### src/rtl/ham_pkg.sv
// Shared types and derived constants for the max-Hamming-distance engine.
package ham_pkg;

    typedef enum logic [2:0] {
        IDLE,
        LOAD_A,
        CMP,
        WRITE,
        DONE
    } state_t;

    localparam int DEF_WIDTH = 8;
    localparam int DEF_COUNT = 20;

    function automatic int ham_width(input int w);
        return $clog2(w + 1);
    endfunction

    localparam int HAM_W     = ham_width(DEF_WIDTH);
    localparam int NUM_PAIRS = DEF_COUNT * (DEF_COUNT - 1) / 2;

endpackage

### src/rtl/max_ham_engine_if.sv
// Memory-master bus between the engine and an async-read data memory.
interface max_ham_engine_if #(
    parameter int WIDTH = 8,
    parameter int AW    = 8
);
    logic [AW-1:0]    mem_addr;
    logic [WIDTH-1:0] mem_rd_data;
    logic             mem_wr_en;
    logic [WIDTH-1:0] mem_wr_data;

    modport master (
        output mem_addr,
        output mem_wr_en,
        output mem_wr_data,
        input  mem_rd_data
    );

    modport slave (
        input  mem_addr,
        input  mem_wr_en,
        input  mem_wr_data,
        output mem_rd_data
    );
endinterface

### src/rtl/ham_popcount.sv
// Combinational Hamming distance: popcount of the XOR of two words.
module ham_popcount #(
    parameter int WIDTH = 8,
    parameter int HAM_W = $clog2(WIDTH + 1)
) (
    input  logic [WIDTH-1:0] a,
    input  logic [WIDTH-1:0] b,
    output logic [HAM_W-1:0] cnt
);
    logic [WIDTH-1:0] x;

    assign x = a ^ b;

    always_comb begin
        cnt = '0;
        for (int k = 0; k < WIDTH; k++) begin
            cnt = cnt + HAM_W'(x[k]);
        end
    end
endmodule

### src/rtl/max_ham_engine.sv
// Walks all pairs i<j of COUNT bytes at one pair per clock, tracks the largest
// Hamming distance, writes it to RESULT_ADDR and raises Halt.
module max_ham_engine
    import ham_pkg::*;
#(
    parameter int WIDTH       = 8,
    parameter int AW          = 8,
    parameter int BASE_ADDR   = 128,
    parameter int COUNT       = 20,
    parameter int RESULT_ADDR = 127
) (
    input  logic                       CLK,
    input  logic                       RST_N,
    input  logic                       start,
    max_ham_engine_if.master           mem,
    output logic                       Halt,
    output logic [$clog2(WIDTH+1)-1:0] max_ham,
    output logic [AW-1:0]              max_i,
    output logic [AW-1:0]              max_j
);
    localparam int HW = $clog2(WIDTH + 1);
    localparam logic [AW-1:0] BASE    = AW'(BASE_ADDR);
    localparam logic [AW-1:0] BASE_P1 = AW'(BASE_ADDR + 1);
    localparam logic [AW-1:0] LAST    = AW'(BASE_ADDR + COUNT - 1);
    localparam logic [AW-1:0] LAST_M1 = AW'(BASE_ADDR + COUNT - 2);
    localparam logic [AW-1:0] RES     = AW'(RESULT_ADDR);

    state_t           state, state_n;
    logic             armed;
    logic [AW-1:0]    i, j;
    logic [WIDTH-1:0] a;
    logic [HW-1:0]    d;

    ham_popcount #(.WIDTH(WIDTH), .HAM_W(HW)) u_pc (
        .a   (a),
        .b   (mem.mem_rd_data),
        .cnt (d)
    );

    always_comb begin
        state_n         = state;
        mem.mem_addr    = '0;
        mem.mem_wr_en   = 1'b0;
        mem.mem_wr_data = '0;
        case (state)
            IDLE: begin
                if (armed && !start) state_n = (COUNT == 1) ? WRITE : LOAD_A;
            end
            LOAD_A: begin
                mem.mem_addr = i;
                state_n      = CMP;
            end
            CMP: begin
                mem.mem_addr = j;
                if (j == LAST) state_n = (i == LAST_M1) ? WRITE : LOAD_A;
            end
            WRITE: begin
                mem.mem_addr    = RES;
                // An abort landing on the write cycle must not commit the result.
                mem.mem_wr_en   = !start;
                mem.mem_wr_data = WIDTH'(max_ham);
                state_n         = DONE;
            end
            DONE:    state_n = DONE;
            default: state_n = IDLE;
        endcase
        if (start) state_n = IDLE;
    end

    always_ff @(posedge CLK or negedge RST_N) begin
        if (!RST_N) begin
            state   <= IDLE;
            armed   <= 1'b0;
            Halt    <= 1'b0;
            max_ham <= '0;
            max_i   <= '0;
            max_j   <= '0;
            i       <= '0;
            j       <= '0;
            a       <= '0;
        end else begin
            state <= state_n;
            if (start) begin
                armed <= 1'b1;
                Halt  <= 1'b0;
            end
            case (state)
                IDLE: if (armed && !start) begin
                    armed   <= 1'b0;
                    i       <= BASE;
                    max_ham <= '0;
                    max_i   <= BASE;
                    max_j   <= BASE_P1;
                    Halt    <= 1'b0;
                end
                LOAD_A: if (!start) begin
                    a <= mem.mem_rd_data;
                    j <= i + 1'b1;
                end
                CMP: if (!start) begin
                    // Strictly greater keeps the earliest pair on ties.
                    if (d > max_ham) begin
                        max_ham <= d;
                        max_i   <= i;
                        max_j   <= j;
                    end
                    if (j != LAST)          j <= j + 1'b1;
                    else if (i != LAST_M1)  i <= i + 1'b1;
                end
                WRITE: if (!start) Halt <= 1'b1;
                default: ;
            endcase
        end
    end
endmodule
### src/flat_wrapper.sv
// flat-port wrapper written by rule: the top's interface ports become plain ports
module max_ham_engine_flat import ham_pkg::*;
#(
    parameter int WIDTH       = 8,
    parameter int AW          = 8,
    parameter int BASE_ADDR   = 128,
    parameter int COUNT       = 20,
    parameter int RESULT_ADDR = 127
)
  (CLK, RST_N, start, Halt, max_ham, max_i, max_j, mem_mem_addr, mem_mem_wr_en, mem_mem_wr_data, mem_mem_rd_data);
  max_ham_engine_if #(.WIDTH(WIDTH), .AW(AW)) mem_i ();
  input  logic CLK;
  input  logic RST_N;
  input  logic start;
  output logic Halt;
  output logic [$clog2(WIDTH+1)-1:0] max_ham;
  output logic [AW-1:0] max_i;
  output logic [AW-1:0] max_j;
  output wire logic [$bits(mem_i.mem_addr)-1:0] mem_mem_addr;
  output wire logic [$bits(mem_i.mem_wr_en)-1:0] mem_mem_wr_en;
  output wire logic [$bits(mem_i.mem_wr_data)-1:0] mem_mem_wr_data;
  input wire logic [$bits(mem_i.mem_rd_data)-1:0] mem_mem_rd_data;
  assign mem_mem_addr = mem_i.mem_addr;
  assign mem_mem_wr_en = mem_i.mem_wr_en;
  assign mem_mem_wr_data = mem_i.mem_wr_data;
  assign mem_i.mem_rd_data = mem_mem_rd_data;
  max_ham_engine #(.WIDTH(WIDTH), .AW(AW), .BASE_ADDR(BASE_ADDR), .COUNT(COUNT), .RESULT_ADDR(RESULT_ADDR)) u_core (.CLK(CLK), .RST_N(RST_N), .start(start), .mem(mem_i), .Halt(Halt), .max_ham(max_ham), .max_i(max_i), .max_j(max_j));
endmodule
### config.mk
export PLATFORM = sky130hd
export DESIGN_NAME = max_ham_engine_flat
export DESIGN_NICKNAME = d
export VERILOG_FILES = /design/src/rtl/ham_pkg.sv /design/src/rtl/max_ham_engine_if.sv /design/src/rtl/ham_popcount.sv /design/src/rtl/max_ham_engine.sv /design/src/flat_wrapper.sv
export SDC_FILE = /design/constraint.sdc
export NUM_CORES = 1
export LEC_CHECK = 0
export BUFFER_PORTS_ARGS = -buffer_cell sky130_fd_sc_hd__buf_2
export CORE_MARGIN = 2
export CORE_UTILIZATION = 51
export DETAILED_ROUTE_END_ITERATION = 8
export GPL_TIMING_DRIVEN = 0
export PLACE_DENSITY = 0.77
export SLEW_MARGIN = 10
export SYNTH_ARGS = -nofsm -noshare
export SYNTH_HDL_FRONTEND = slang
export SYNTH_SLANG_ARGS = --single-unit
### constraint.sdc
create_clock -name CLK -period 4.2 [get_ports CLK]
set_input_delay 0.42 -clock CLK [delete_from_list [all_inputs] [get_ports CLK]]
set_output_delay 0.42 -clock CLK [all_outputs]
set_load 0.02 [all_outputs]
* Word-level counts from Yosys, hierarchy flattened
Index checks and enable logic that the tools add are counted.
Operators by class: add/sub/neg operators 9, order comparisons 1, equal/unequal tests 17, mux-type cells 35, bitwise operators 2, reduce and logical (&&, ||, !) cells 11
Operators with widths (count):
- 8-bit 2-to-1 mux | 12
- 8-bit case mux with 2 select lines | 4
- 8-bit case mux with 3 select lines | 1
- 4-bit by 1-bit adder with 4-bit output | 4
- 8-bit by 1-bit adder with 8-bit output, second input constant | 2
- 8-bit equality test, second input constant | 2
- 4-bit 2-to-1 mux | 4
- 8-bit != test, second input constant | 2
- 3-bit case mux with 4 select lines | 1
- 3-bit 2-to-1 mux | 3
- 2-bit by 1-bit != test with 1-bit output, second input constant | 4
- 4-bit case mux with 2 select lines | 1
- 4-bit AND reduction | 2
- 8-bit bitwise XOR | 1
- 1-bit 2-to-1 mux | 7
- 3-bit by 2-bit equality test with 1-bit output, second input constant | 2
- 2-bit != test, second input constant | 3
- 3-bit by 2-bit != test with 1-bit output, second input constant | 2
- 5-bit AND reduction | 1
- 3-bit by 1-bit adder with 4-bit output | 1
- 4-bit greater-than comparator | 1
- 2-bit AND reduction | 2
- 2-bit nonzero test | 2
- 2-bit by 1-bit adder with 3-bit output | 1
- other kinds (10) | 10
Word-level totals: register bits 49, input port bits 11, output and inout port bits 38, logic and storage cells 84

* Depth between registers and ports, before layout
Gate-level depths: netlist of run 1.
word-level depth 12, depth in mapped cells 17, depth with buffers taken out 16

* Cells and area by module
From an unflattened synthesis of run 1, not the netlist that was laid out.
Unflattened totals: cell total of the unflattened synthesis 312, area, all modules 2950.3 µm²
By module, submodules not included:
- max_ham_engine | times used 1, cells each 290, area an instance 2727.6 µm², seq. area each 1226.2 µm²
- ham_popcount | times used 1, cells each 22, area an instance 222.7 µm², seq. area each 0.0 µm²

* Worst setup path after synthesis of run 1
No wires, ideal clock.
kind input to register, start in mem_mem_rd_data[0], end reg u_core.max_ham[0], library setup time 0.121 ns, arrival 4.054 ns, required time 4.079 ns, path slack 0.025 ns, cell stages on the path 17, path buffers 1, cells stage by stage xor2_1 -> fa_1 -> fa_1 -> inv_1 -> fa_1 -> inv_1 -> ha_1 -> inv_1 -> fa_1 -> inv_1 -> ha_1 -> nor2b_1 -> o211ai_1 -> a21oi_1 -> and2_1 -> buf_2 -> a22o_1
On the way: word-level cells in the longest chain between the ends 11
Ends and longest elaborated chain:
- from (decl) | RTL line flat_wrapper.sv:22 | input wire logic [$bits(mem_i.mem_rd_data)-1:0] mem_mem_rd_data;
- 8-bit bitwise XOR * | RTL line ham_popcount.sv:12 | assign x = a ^ b;
- 1-bit by 1-bit adder with 2-bit output * | RTL line ham_popcount.sv:17 | cnt = cnt + HAM_W'(x[k]);
- 2-bit by 1-bit adder with 3-bit output * | RTL line ham_popcount.sv:17
- 3-bit by 1-bit adder with 4-bit output * | RTL line ham_popcount.sv:17
- 4-bit by 1-bit adder with 4-bit output * (4 in series) | RTL line ham_popcount.sv:17
- 4-bit greater-than comparator / 4-bit 2-to-1 mux (equally long branches) | RTL line max_ham_engine.sv:102 | if (d > max_ham) begin
- 2-bit by 1-bit != test with 1-bit output (no source line) / 4-bit 2-to-1 mux (equally long branches)
- 4-bit AND reduction (no source line) / 4-bit case mux with 2 select lines (equally long branches)
- to (signal assigned) | RTL line max_ham_engine.sv:75 | max_ham <= '0;
- to (signal assigned) | RTL line max_ham_engine.sv:91 | max_ham <= '0;
- to (signal assigned) | RTL line max_ham_engine.sv:103 | max_ham <= d;
- to (decl) | RTL line max_ham_engine.sv:17 | output logic [$clog2(WIDTH+1)-1:0] max_ham,
Mark *: on every way between the ends. The rest lies on a longest branch, timed or not. The select of a mux whose other input is x is not followed. A chain may end at the register's enable or synchronous reset.

* Final worst setup path of run 1
start reg u_core.a[1], end reg u_core.max_j[2]
On the way: word-level cells in the longest chain between the ends 11
Ends and longest elaborated chain:
- from (decl) | RTL line max_ham_engine.sv:31 | logic [WIDTH-1:0] a;
- from (signal assigned) | RTL line max_ham_engine.sv:97 | a <= mem.mem_rd_data;
- 8-bit bitwise XOR | RTL line ham_popcount.sv:12
- 1-bit by 1-bit adder with 2-bit output | RTL line ham_popcount.sv:17
- 2-bit by 1-bit adder with 3-bit output | RTL line ham_popcount.sv:17
- 3-bit by 1-bit adder with 4-bit output | RTL line ham_popcount.sv:17
- 4-bit by 1-bit adder with 4-bit output (4 in series) | RTL line ham_popcount.sv:17
- 4-bit greater-than comparator | RTL line max_ham_engine.sv:102
- 2-bit by 1-bit != test with 1-bit output (no source line)
- 4-bit AND reduction (no source line)
- to (signal assigned) | RTL line max_ham_engine.sv:105 | max_j <= j;
- to (decl) | RTL line max_ham_engine.sv:19 | output logic [AW-1:0] max_j
No other way between the ends.

==> results of run 1 <==
==> cell type report <==
cell class,count,share of cell area [%]
tap,72,2.63
clock inverter,1,0.146
buffer,21,4.32
clock buffer,7,2.82
sequential,49,35.8
inverter,18,1.98
timing repair buffer,50,8.27
multi-input combinational,208,44.0
==> timing repair <==
item	in CTS	in global routing
gates resized for setup	18	7
pin swaps	8	3
setup endpoints to repair	20	20
buffers inserted	1	2
gates cloned	2	1
==> metrics by stage <==
step / setup WS [ps] / setup TNS (ps)
3_5_place_dp: -339 / -6300
3_3_place_gp: -278 / -5160
6_report: -117 / -2110
5_1_grt: -279 / -5320
4_1_cts: -53.6 / -700
2_1_floorplan: 24.9 / 0
==> metal layers <==
layer | global-route usage [%] | vias to the layer above | routed length, microns
li1 | - | 1152 | -
met5 | 0 | - | 0
met1 | 31.3 | 1186 | 3060
met3 | 3.68 | 10 | 319
met4 | 7.89 | 0 | 83
met2 | 36.1 | 71 | 3310
==> sequential cells by signal, summed over array words and instances, names as in the netlist <==
name / flops
u_core.i: 8
u_core.max_j: 8
u_core.armed: 1
u_core.max_ham: 4
u_core.max_i: 8
u_core.Halt: 1
u_core.j: 8
u_core.a: 8
u_core.state: 3
==> cell families (layout without fill, tap and decap cells) <==
group | after synthesis | after routing | synth area share, %
AO/OA/AOI/OAI | 89 | 89 | 20.5
AND/OR/NAND/NOR | 80 | 80 | 15.2
flip-flops | 49 | 49 | 43.2
buffers and inverters | 39 | 97 | 6.57
adder cells (fa/ha/maj) | 14 | 14 | 7.23
XOR/XNOR | 13 | 13 | 4.01
multiplexers | 8 | 8 | 3.17
other | 1 | 4 | 0.132
==> how the worst max path moves through the flow <==
| stage | start | endpoint | cells after the start |
|---|---|---|---|
| finish | u_core.a[1] | u_core.max_j[2] | 17 |
| global route | u_core.a[0] | u_core.max_i[4] | 17 |
| CTS | u_core.a[1] | u_core.max_j[2] | 17 |
| detailed placement | mem_mem_rd_data[1] | u_core.max_i[4] | 18 |
| global placement | mem_mem_rd_data[0] | u_core.max_i[0] | 18 |
| floorplan | mem_mem_rd_data[0] | u_core.max_ham[0] | 17 |
==> power groups by stage <==
stage               Sequential [W]  Clock, W  Combinational [W]
global placement          0.000693         0            0.00136
CTS                       0.000692  0.000309            0.00182
detailed placement        0.000699         0            0.00143
floorplan                 0.000723         0            0.00104
finish                    0.000694  0.000302            0.00231
global route              0.000711  0.000330            0.00253
==> cell usage in the layout, fill, tap and decap left out, types with 4 or more instances in the layout <==
master / instances
ha_1: 8
buf_4: 10
clkbuf_8: 7
mux2_2: 8
nand3_1: 9
a21oi_1: 20
buf_2: 52
clkbuf_1: 4
xor2_1: 6
a31oi_1: 5
nor2_1: 19
inv_1: 16
conb_1: 4
a22o_1: 17
fa_1: 4
dfrtp_1: 49
o21ai_1: 12
nand2_1: 19
xnor2_1: 5
o21ai_0: 16
and3_1: 5
==> synthesized netlist by cell type, drive strengths merged (3+ instances only) <==
cell type and count:
nand2b 3, o21ai 28, xor2 7, nand2 19, nor3 5, a22oi 3, nor2b 4, nand3 9
dfrtp 49, ha 10, xnor2 6, fa 4, and3 5, clkbuf 4, a31oi 5, nor2 21
a22o 17, buf 17, a21oi 22, o22a 3, inv 18, mux2 8
==> critical path: stages (launching register included) <==
cell	delay, ps
dfrtp_1	410
xor2_2	160
fa_1	490
fa_1	490
inv_1	50
fa_1	440
inv_1	80
ha_2	180
inv_2	40
fa_1	540
inv_2	50
ha_4	210
nor2b_4	120
o211ai_1	280
a21oi_4	110
and2_4	190
buf_8	140
a22o_1	230
==> impl_results.md, run 1 <==
* Status: finished, violations left
* Failing checks: negative setup slack
* Total power at 0.00330 W
* Deepest clock path buffer count at 2
* Util after Layout at a little over three fifths
* VDD IR max at between 700 and 800 uV
* GRT overflow at 0
* Die Area at ~6200 sq um
* Final hold slack at between 300 and 400 ps
* Placed Instances at around 400
* Die span in y at around 79 microns
* Port bufs at 44
* ANT cells at 0
* Multi-input gate area in the final layout at around 1500 sq um
* CTS sink cnt at 49
* Initial antenna violation count at 0
* Yosys top cell area share at a little over two fifths
* Share of power burned in registers at a little over a fifth
* Total global-route track usage at a little under a quarter
* Placed cell area at around 3200 sq um
* Yosys cell types at 52
* Sequential standard cell area at between 1000 and 1500 sq um
* Vias at approximately 2400
* Number of global-route vias before repair at about 2300
* CP Launch Type: flip-flop
* Comb pwr share at around 70%
* Critical path class: reg -> reg
* Setup slack after layout at -117 ps
* Reg clk slew, reported paths at 90 ps
* Antenna-violating nets left at 0
* Filler cells at 456
* Root buf cell: clkbuf_8
* Area Growth Syn to Fin at 20.5%
* First-pass GRT wire length at about 11 mm
* Post-synth top flop: dfrtp_1
* P_leak at about 1.7 nW
* Number of synthesized flops with an enable pin at 0
* Top cells by area, synth: dfrtp_1 43%, a22o_1 5.2%, ha_1 4.4%
* Final Hold Fails at 0
* Die width at ~79 microns
* Max Slew Vio Count at 0
* RSZ-0062 raised after global routing: true
* Io pins at approximately 50
* Final Cell Area at ~3400 sq um
* CP required at 4390 ps
* Fin crit share at 103%
* Drt drc at 0
* Placer Congestion at approximately 0.95
* Crit path max fanout at 10
* Clock latency on the worst-skew pair at 300 ps
* Total Wirelength at about 6.8 mm
* Vias per cell at 5.68
* Hold crit path type: in -> async
* Max_cap viols at 0
* Reg2Reg Setup Slack at -120 ps
* Flops & latches, synth at roughly 50
* R2r startpoint: u_core.a[1]
* Clock Skews at approximately 3.4 ps
* Synth warn at 0
* Slew headroom at between 20% and 30%
* Non-Filler Instances at ~430
* Layout Nets at roughly 380
* Capture point of the worst reg-to-reg path: u_core.max_j[2]
* Finish-stage setup viols at 20
* Slew @ Worst Pin at 1080 ps
* Switching pwr at roughly 0.0014 W
* PD cells at about 970 nW/um^2
* H-Tree Level Count at 2
* Starting Density at between 50% and 60%
* Dpl hpwl at ~4.6 mm
* Setup crit end kind: flip-flop
* Largest net degree at the start of global routing at 50
* Clock share of power at about 9.1%
* P_int at 0.00189 W
* Core Rows at 27
* Cell taking the most area after synthesis: dfrtp_1
* TritonCTS buffer count at 5
* DRT Pass-1 Iters at 4
* Tmin final at between 4000 and 5000 ps
* Switching part of the total at around 43%
* Share of cells above drive strength 1 at around 29%
* Ys async rst share at 100%
* Fmax at approximately 230 MHz
* Worst Path Arrival at roughly 4500 ps
* FF-to-FF path depth at 17
* Sequential fraction of the synthesis area at a little over two fifths
* Initial drt markers at around 140
* Synthesized cell area at between 2000 and 3000 sq um
* Mapped Cells at just under 300
* Core region area at roughly 5400 sq um
* Avg Synthesized Cell Area at ~9.7 sq um
* CTS tree: built
* # hold bufs at CTS at 0
* Drt wl/cell at 15.9 microns
Note: power is estimated with default switching activity, not from simulation.
==> run 2: changes to the inputs <==
--- a/config.mk
+++ b/config.mk
@@ -7,10 +7,11 @@
 export LEC_CHECK = 0
 export BUFFER_PORTS_ARGS = -buffer_cell sky130_fd_sc_hd__buf_2
 export CORE_MARGIN = 2
-export CORE_UTILIZATION = 51
+export CORE_UTILIZATION = 45
 export DETAILED_ROUTE_END_ITERATION = 8
 export GPL_TIMING_DRIVEN = 0
-export PLACE_DENSITY = 0.77
+export PLACE_DENSITY = 0.69
+export SETUP_SLACK_MARGIN = 0.3
 export SLEW_MARGIN = 10
 export SYNTH_ARGS = -nofsm -noshare
 export SYNTH_HDL_FRONTEND = slang
==> impl_results.md, run 2 (synthesis gave the netlist of run 1 again) <==
* Status: finished, violations left
* Failing checks: negative setup slack
* Final Hold Fails at 0
* CP Launch Type: flip-flop
* Root buf cell: clkbuf_8
* Slew headroom at about 60%
* Antenna-violating nets left at 0
* Dpl hpwl at between 4 and 5 mm
* Commonest non-fill, non-tap cells in the layout: 50 x buf_2, 49 x dfrtp_1, 20 x a21oi_1
* Reg clk slew, reported paths at 90 ps
* CP max stage delay at around 520 ps
* Worst Path Arrival at around 4500 ps
* Die Area at roughly 7000 sq um
* RSZ-0062 raised after global routing: true
* VDD IR max at 1250 uV
* Setup_tns at -1600 ps
* FF-to-FF path depth at 17
* Most common cell after layout, fill and taps aside: buf_2
* CTS tree: built
* Starting Density at between 40% and 50%
* Io pins at 49
* First-pass GRT wire length at ~12 mm
* Critical path class: reg -> reg
* Share of cells above drive strength 1 at about 29%
* Vias at 2375
* Max Slew Vio Count at 0
* CP Cell Sequence: xor2_2 -> fa_1 -> fa_1 -> inv_1 -> fa_1 -> inv_1 -> ha_2 -> inv_2 -> fa_2 -> inv_2 -> ha_4 -> nor2b_4 -> o211ai_1 -> a21oi_2 -> o221ai_4 -> buf_6 -> a22o_1
* TritonCTS buffer count at 5
* Setup slack after layout at -106 ps
* Clock latency on the worst-skew pair at roughly 300 ps
* Capture point of the worst reg-to-reg path: u_core.max_ham[1]
* Deepest clock path buffer count at 2
* Drt wl/cell at between 15 and 20 microns
* Final Cell Area at approximately 3400 sq um
* CTS sink cnt at 49
* Finish-stage setup viols at 20
* Slew @ Worst Pin at 620 ps
* Max_cap viols at 0
* Initial drt markers at 90
* Area Growth Syn to Fin at 20.2%
* Core region area at roughly 6000 sq um
* Hold crit path type: in -> async
* Number of global-route vias before repair at 2334
* Fmax at 232 MHz
* Initial antenna violation count at 0
* CP required at ~4400 ps
* GRT overflow at 0
* Die width at about 83 microns
* Port bufs at 44
* ANT cells at 0
* Tmin final at 4310 ps
* Most common cell type on the critical path: fa_1
* Total global-route track usage at between 20% and 30%
* Core Rows at 28
* Worst path slowest cell: fa_2
* PD cells at approximately 930 nW/um^2
* Die span in y at roughly 83 microns
* Clock Skews at 8.85 ps
* DRT Pass-1 Iters at 5
* P_leak at 1.64 nW
* H-Tree Level Count at 2
* Placer Congestion at roughly 0.87
* Reg2Reg Setup Slack at -110 ps
* Crit path max fanout at 5
* Drt drc at 0
* Layout Nets at about 380
* Fin crit share at 103%
* Vias per cell at between 5 and 6
* Largest net degree at the start of global routing at 50
* Total Wirelength at ~6.7 mm
* Placed cell area at between 3000 and 4000 sq um
* Setup crit end kind: flip-flop
* R2r startpoint: u_core.a[0]
* # hold bufs at CTS at 0
==> run 2: how the worst max path moves through the flow <==
stage	startpoint	to	slack [ps]	cells after the start
after detailed placement	mem_mem_rd_data[3]	u_core.max_i[6]	-300	17
after floorplan	mem_mem_rd_data[3]	u_core.max_ham[0]	170	17
after CTS	u_core.a[0]	u_core.max_ham[1]	-50	17
after global placement	mem_mem_rd_data[3]	u_core.max_i[1]	-270	17
after global routing	u_core.a[0]	u_core.max_j[1]	-270	17
final	u_core.a[0]	u_core.max_ham[1]	-110	17
==> run 2: power by group <==
part / internal, W / leakage [nW] / total (W) / switching, W
Combinational: 0.00105 / 0.954 / 0.00212 / 0.00107
Sequential: 0.000584 / 0.629 / 0.000696 / 0.000112
Clock: 0.000194 / 0.0585 / 0.000344 / 0.000150
==> run 2: worst max-delay path, delay by kind of cell (launching register included) <==
| family | cells | cell delay (ps) |
|---|---|---|
| AOI/OAI and AO/OA | 4 | 710 |
| xor gates and xnor gates | 1 | 160 |
| adders and majority gates | 6 | 2370 |
| buffers and inverters | 5 | 390 |
| DFF | 1 | 420 |
| and+or+nand+nor | 1 | 120 |
==> run 2: area by class of cell <==
class                   instances  area (sq um)
clock inverters                 1          30.0
multi-input cells             208          1510
fillers                       549          2580
repair buffers                 48           256
well taps                      75          93.8
flip-flops and latches         49          1230
plain buffers                  21           144
clock buffers                   7          86.3
inverters                      18          67.6
==> run 2: timing repair <==
action | 4_1_cts | 5_1_grt
endpoints found under the hold margin | 0 | 0
setup endpoints to repair | 20 | 20
gates cloned | 1 | 0
pin swaps | 5 | 2
setup buffers | 2 | 1
gates resized for setup | 15 | 1
==> run 2: per-stage QoR <==
step	total power (W)	setup WS [ps]	hold slack [ps]	util (%)	cells
floorplan	0.00179	174	124	-	296
global placement	0.00210	-266	480	53.2	415
detailed placement	0.00216	-300	477	53.2	415
CTS	0.00294	-45.2	346	56.7	426
global route	0.00344	-265	181	57.0	427
finish	0.00316	-106	134	57.0	427
==> run 2: layer usage <==
layer	share of wire (%)	track usage [%]	vias up
li1	-	-	1138
met1	48	29.2	1167
met2	46	31.2	64
met3	5.3	3.88	6
met4	1.1	5.57	0
met5	0	0	-
==> run 3: changes to the inputs <==
--- a/config.mk
+++ b/config.mk
@@ -15,4 +15,6 @@
 export SLEW_MARGIN = 10
 export SYNTH_ARGS = -nofsm -noshare
 export SYNTH_HDL_FRONTEND = slang
+export SYNTH_HIERARCHICAL = 1
 export SYNTH_SLANG_ARGS = --single-unit
+export TNS_END_PERCENT = 30
==> impl_results.md, run 3 <==
* Status: finished clean
* Fmax at roughly 260 MHz
* Yosys top cell area share at between 40% and 50%
* Sequential fraction of the synthesis area at between 40% and 50%
* Port bufs at 43
* CP Launch Type: flip-flop
* RSZ-0062 raised after global routing: true
* Drt wl/cell at 16.7 microns
* Bufs and invs on worst path at 3
* Clock latency on the worst-skew pair at between 300 and 400 ps
* PD cells at roughly 800 nW/um^2
* Setup_tns at 0 ps
* GRT overflow at 0
* Deepest clock path buffer count at 2
* Non-Filler Instances at 450
* Pre-CTS WS at -166 ps
* Final Cell Area at approximately 3500 sq um
* R2r startpoint: u_core/a[2]
* Setup slack after layout at between 300 and 400 ps
* Setup crit end kind: flip-flop
* Layout Nets at roughly 400
* Core Rows at 29
* Worst Path Arrival at 4100 ps
* Avg Synthesized Cell Area at 9.46 sq um
* Antenna-violating nets left at 0
* Fin crit share at ~93%
* Util after Layout at a little under three fifths
* CTS sink cnt at 49
* Finish-stage setup viols at 0
* Ys async rst share at between 90% and 100%
* Total global-route track usage at between 20 and 25%
* Number of synthesized flops with an enable pin at 0
* Critical path's top delay family: adder cells
* Max Slew Vio Count at 0
* First-pass GRT wire length at 11.8 mm
* Vias at approximately 2500
* Commonest non-fill, non-tap cells in the layout: 49 x dfrtp_1, 44 x buf_2, 26 x nand2_1
* Slew @ Worst Pin at 748 ps
* Number of global-route vias before repair at approximately 2500
* Share of cells above drive strength 1 at 27.3%
* P_leak at ~1.7 nW
* CP Cell Sequence: xor2_2 -> fa_1 -> fa_1 -> fa_2 -> inv_2 -> fa_2 -> inv_2 -> ha_4 -> nor2b_4 -> o211ai_1 -> a21oi_2 -> and3_4 -> clkbuf_16 -> a22o_1
* CP required at 4400 ps
* Clock Skews at around 5.4 ps
* Io pins at about 50
* CP max stage delay at approximately 530 ps
* Mapped Cells at ~310
* Worst path slowest cell: fa_1
* Initial antenna violation count at 0
* Critical path class: reg -> reg
* Synthesized cell area at about 3000 sq um
* Flops & latches, synth at 49
* Post-synth top flop: dfrtp_1
* Die width at about 85 microns
* Most frequent cells after synthesis: 49 x dfrtp_1, 26 x nand2_1, 23 x o21ai_0
* Initial drt markers at roughly 200
* Reg clk slew, reported paths at around 100 ps
* Die span in y at 85.0 microns
* Tmin final at 3900 ps
* Slew headroom at approximately 50%
* VDD IR max at around 1600 uV
* Area Growth Syn to Fin at 19.9%
* TritonCTS buffer count at 5
* CTS tree: built
* Placed cell area at about 3300 sq um
* ANT cells at 0
* Die Area at 7220 sq um
* Placer Congestion at between 0.9 and 1
* Top cells by area, synth: dfrtp_1 42%, a22o_1 5.6%, ha_1 4.2%
* Cell taking the most area after synthesis: dfrtp_1
* Largest net degree at the start of global routing at 50
* Placed Instances at 435
* Most common cell after layout, fill and taps aside: dfrtp_1
* Final Hold Fails at 0
* Cell with the most instances after synthesis: dfrtp_1
* H-Tree Level Count at 2
* Hold crit path type: in -> async
* Yosys cell types at 49
* Vias per cell at ~5.6
* DRT Pass-1 Iters at 4
* Max_cap viols at 0
* Synth warn at 6
* Critical Path Start: u_core/a[2]
* Core region area at 6350 sq um
* Dpl hpwl at 5.14 mm
* Drt drc at 0
* Crit path max fanout at 5
* Starting Density at 46.5%
* Root buf cell: clkbuf_8
* Total Wirelength at 7.50 mm
[run 3: layout make-up]
cell class                      instances  area (sq um)
Buffer                                 29           195
Clock buffer                            5          68.8
Clock inverter                          3          25.0
Fill cell                             560          2810
Inverter                               19          71.3
Multi-Input combinational cell        218          1560
Sequential cell                        49          1230
Tap cell                               77          96.3
Timing Repair Buffer                   50           295
[run 3: worst register-to-register path: stages (launching register included)]
cell	delay [ps]
dfrtp_1	420
xor2_2	160
fa_1	530
fa_1	520
fa_2	360
inv_2	60
fa_2	420
inv_2	90
ha_4	200
nor2b_4	120
o211ai_1	220
a21oi_2	110
and3_4	190
clkbuf_16	160
a22o_1	230
[run 3: logic make-up after synthesis]
family | Yosys count | synth area share, %
compound gates | 84 | 18.7
xor+xnor | 15 | 4.45
fa+ha+maj | 14 | 6.96
buf+inv | 48 | 7.89
flops | 49 | 41.6
mux | 12 | 4.41
other cells | 1 | 0.127
simple gates | 89 | 15.9
[run 3: power by group]
group	internal (W)	switching (W)	leakage (nW)
Clock	0.000122	0.000179	0.0452
Combinational	0.000911	0.000950	1.01
Sequential	0.000571	0.0000869	0.624
Total	0.00160	0.00122	1.68
[run 3: what timing repair did]
action	in CTS	in global routing
pin swaps	3	4
hold buffers	0	0
buffers inserted	0	5
setup endpoints to repair	20	20
gates cloned	0	2
resized for setup	11	22
[run 3: path summary, 6_finish.rpt]
check	slack, ps	end	cells past startpoint
worst max-delay path	300	u_core/max_i[4]	14
worst min register to register	510	u_core/max_i[0]	1
min in group CLK	360	u_core/a[6]	2
worst min-delay path	120	u_core/i[6]	1
max in group asynchronous	3650	u_core/i[1]	1
worst max register to register	300	u_core/max_i[4]	14
[run 3: stage by stage]
stage / power (W) / hold WS (ps)
final: 0.00282 / 116
after global routing: 0.00301 / 177
after CTS: 0.00227 / 354
after detailed placement: 0.00196 / 477
after global placement: 0.00190 / 479
after floorplan: 0.00163 / 124
[run 3: routing by layer]
metal | routed length, microns | track usage [%]
met4 | 192 | 8.08
met3 | 392 | 3.60
met5 | 0 | 0
met2 | 3760 | 33.2
met1 | 3160 | 27.7
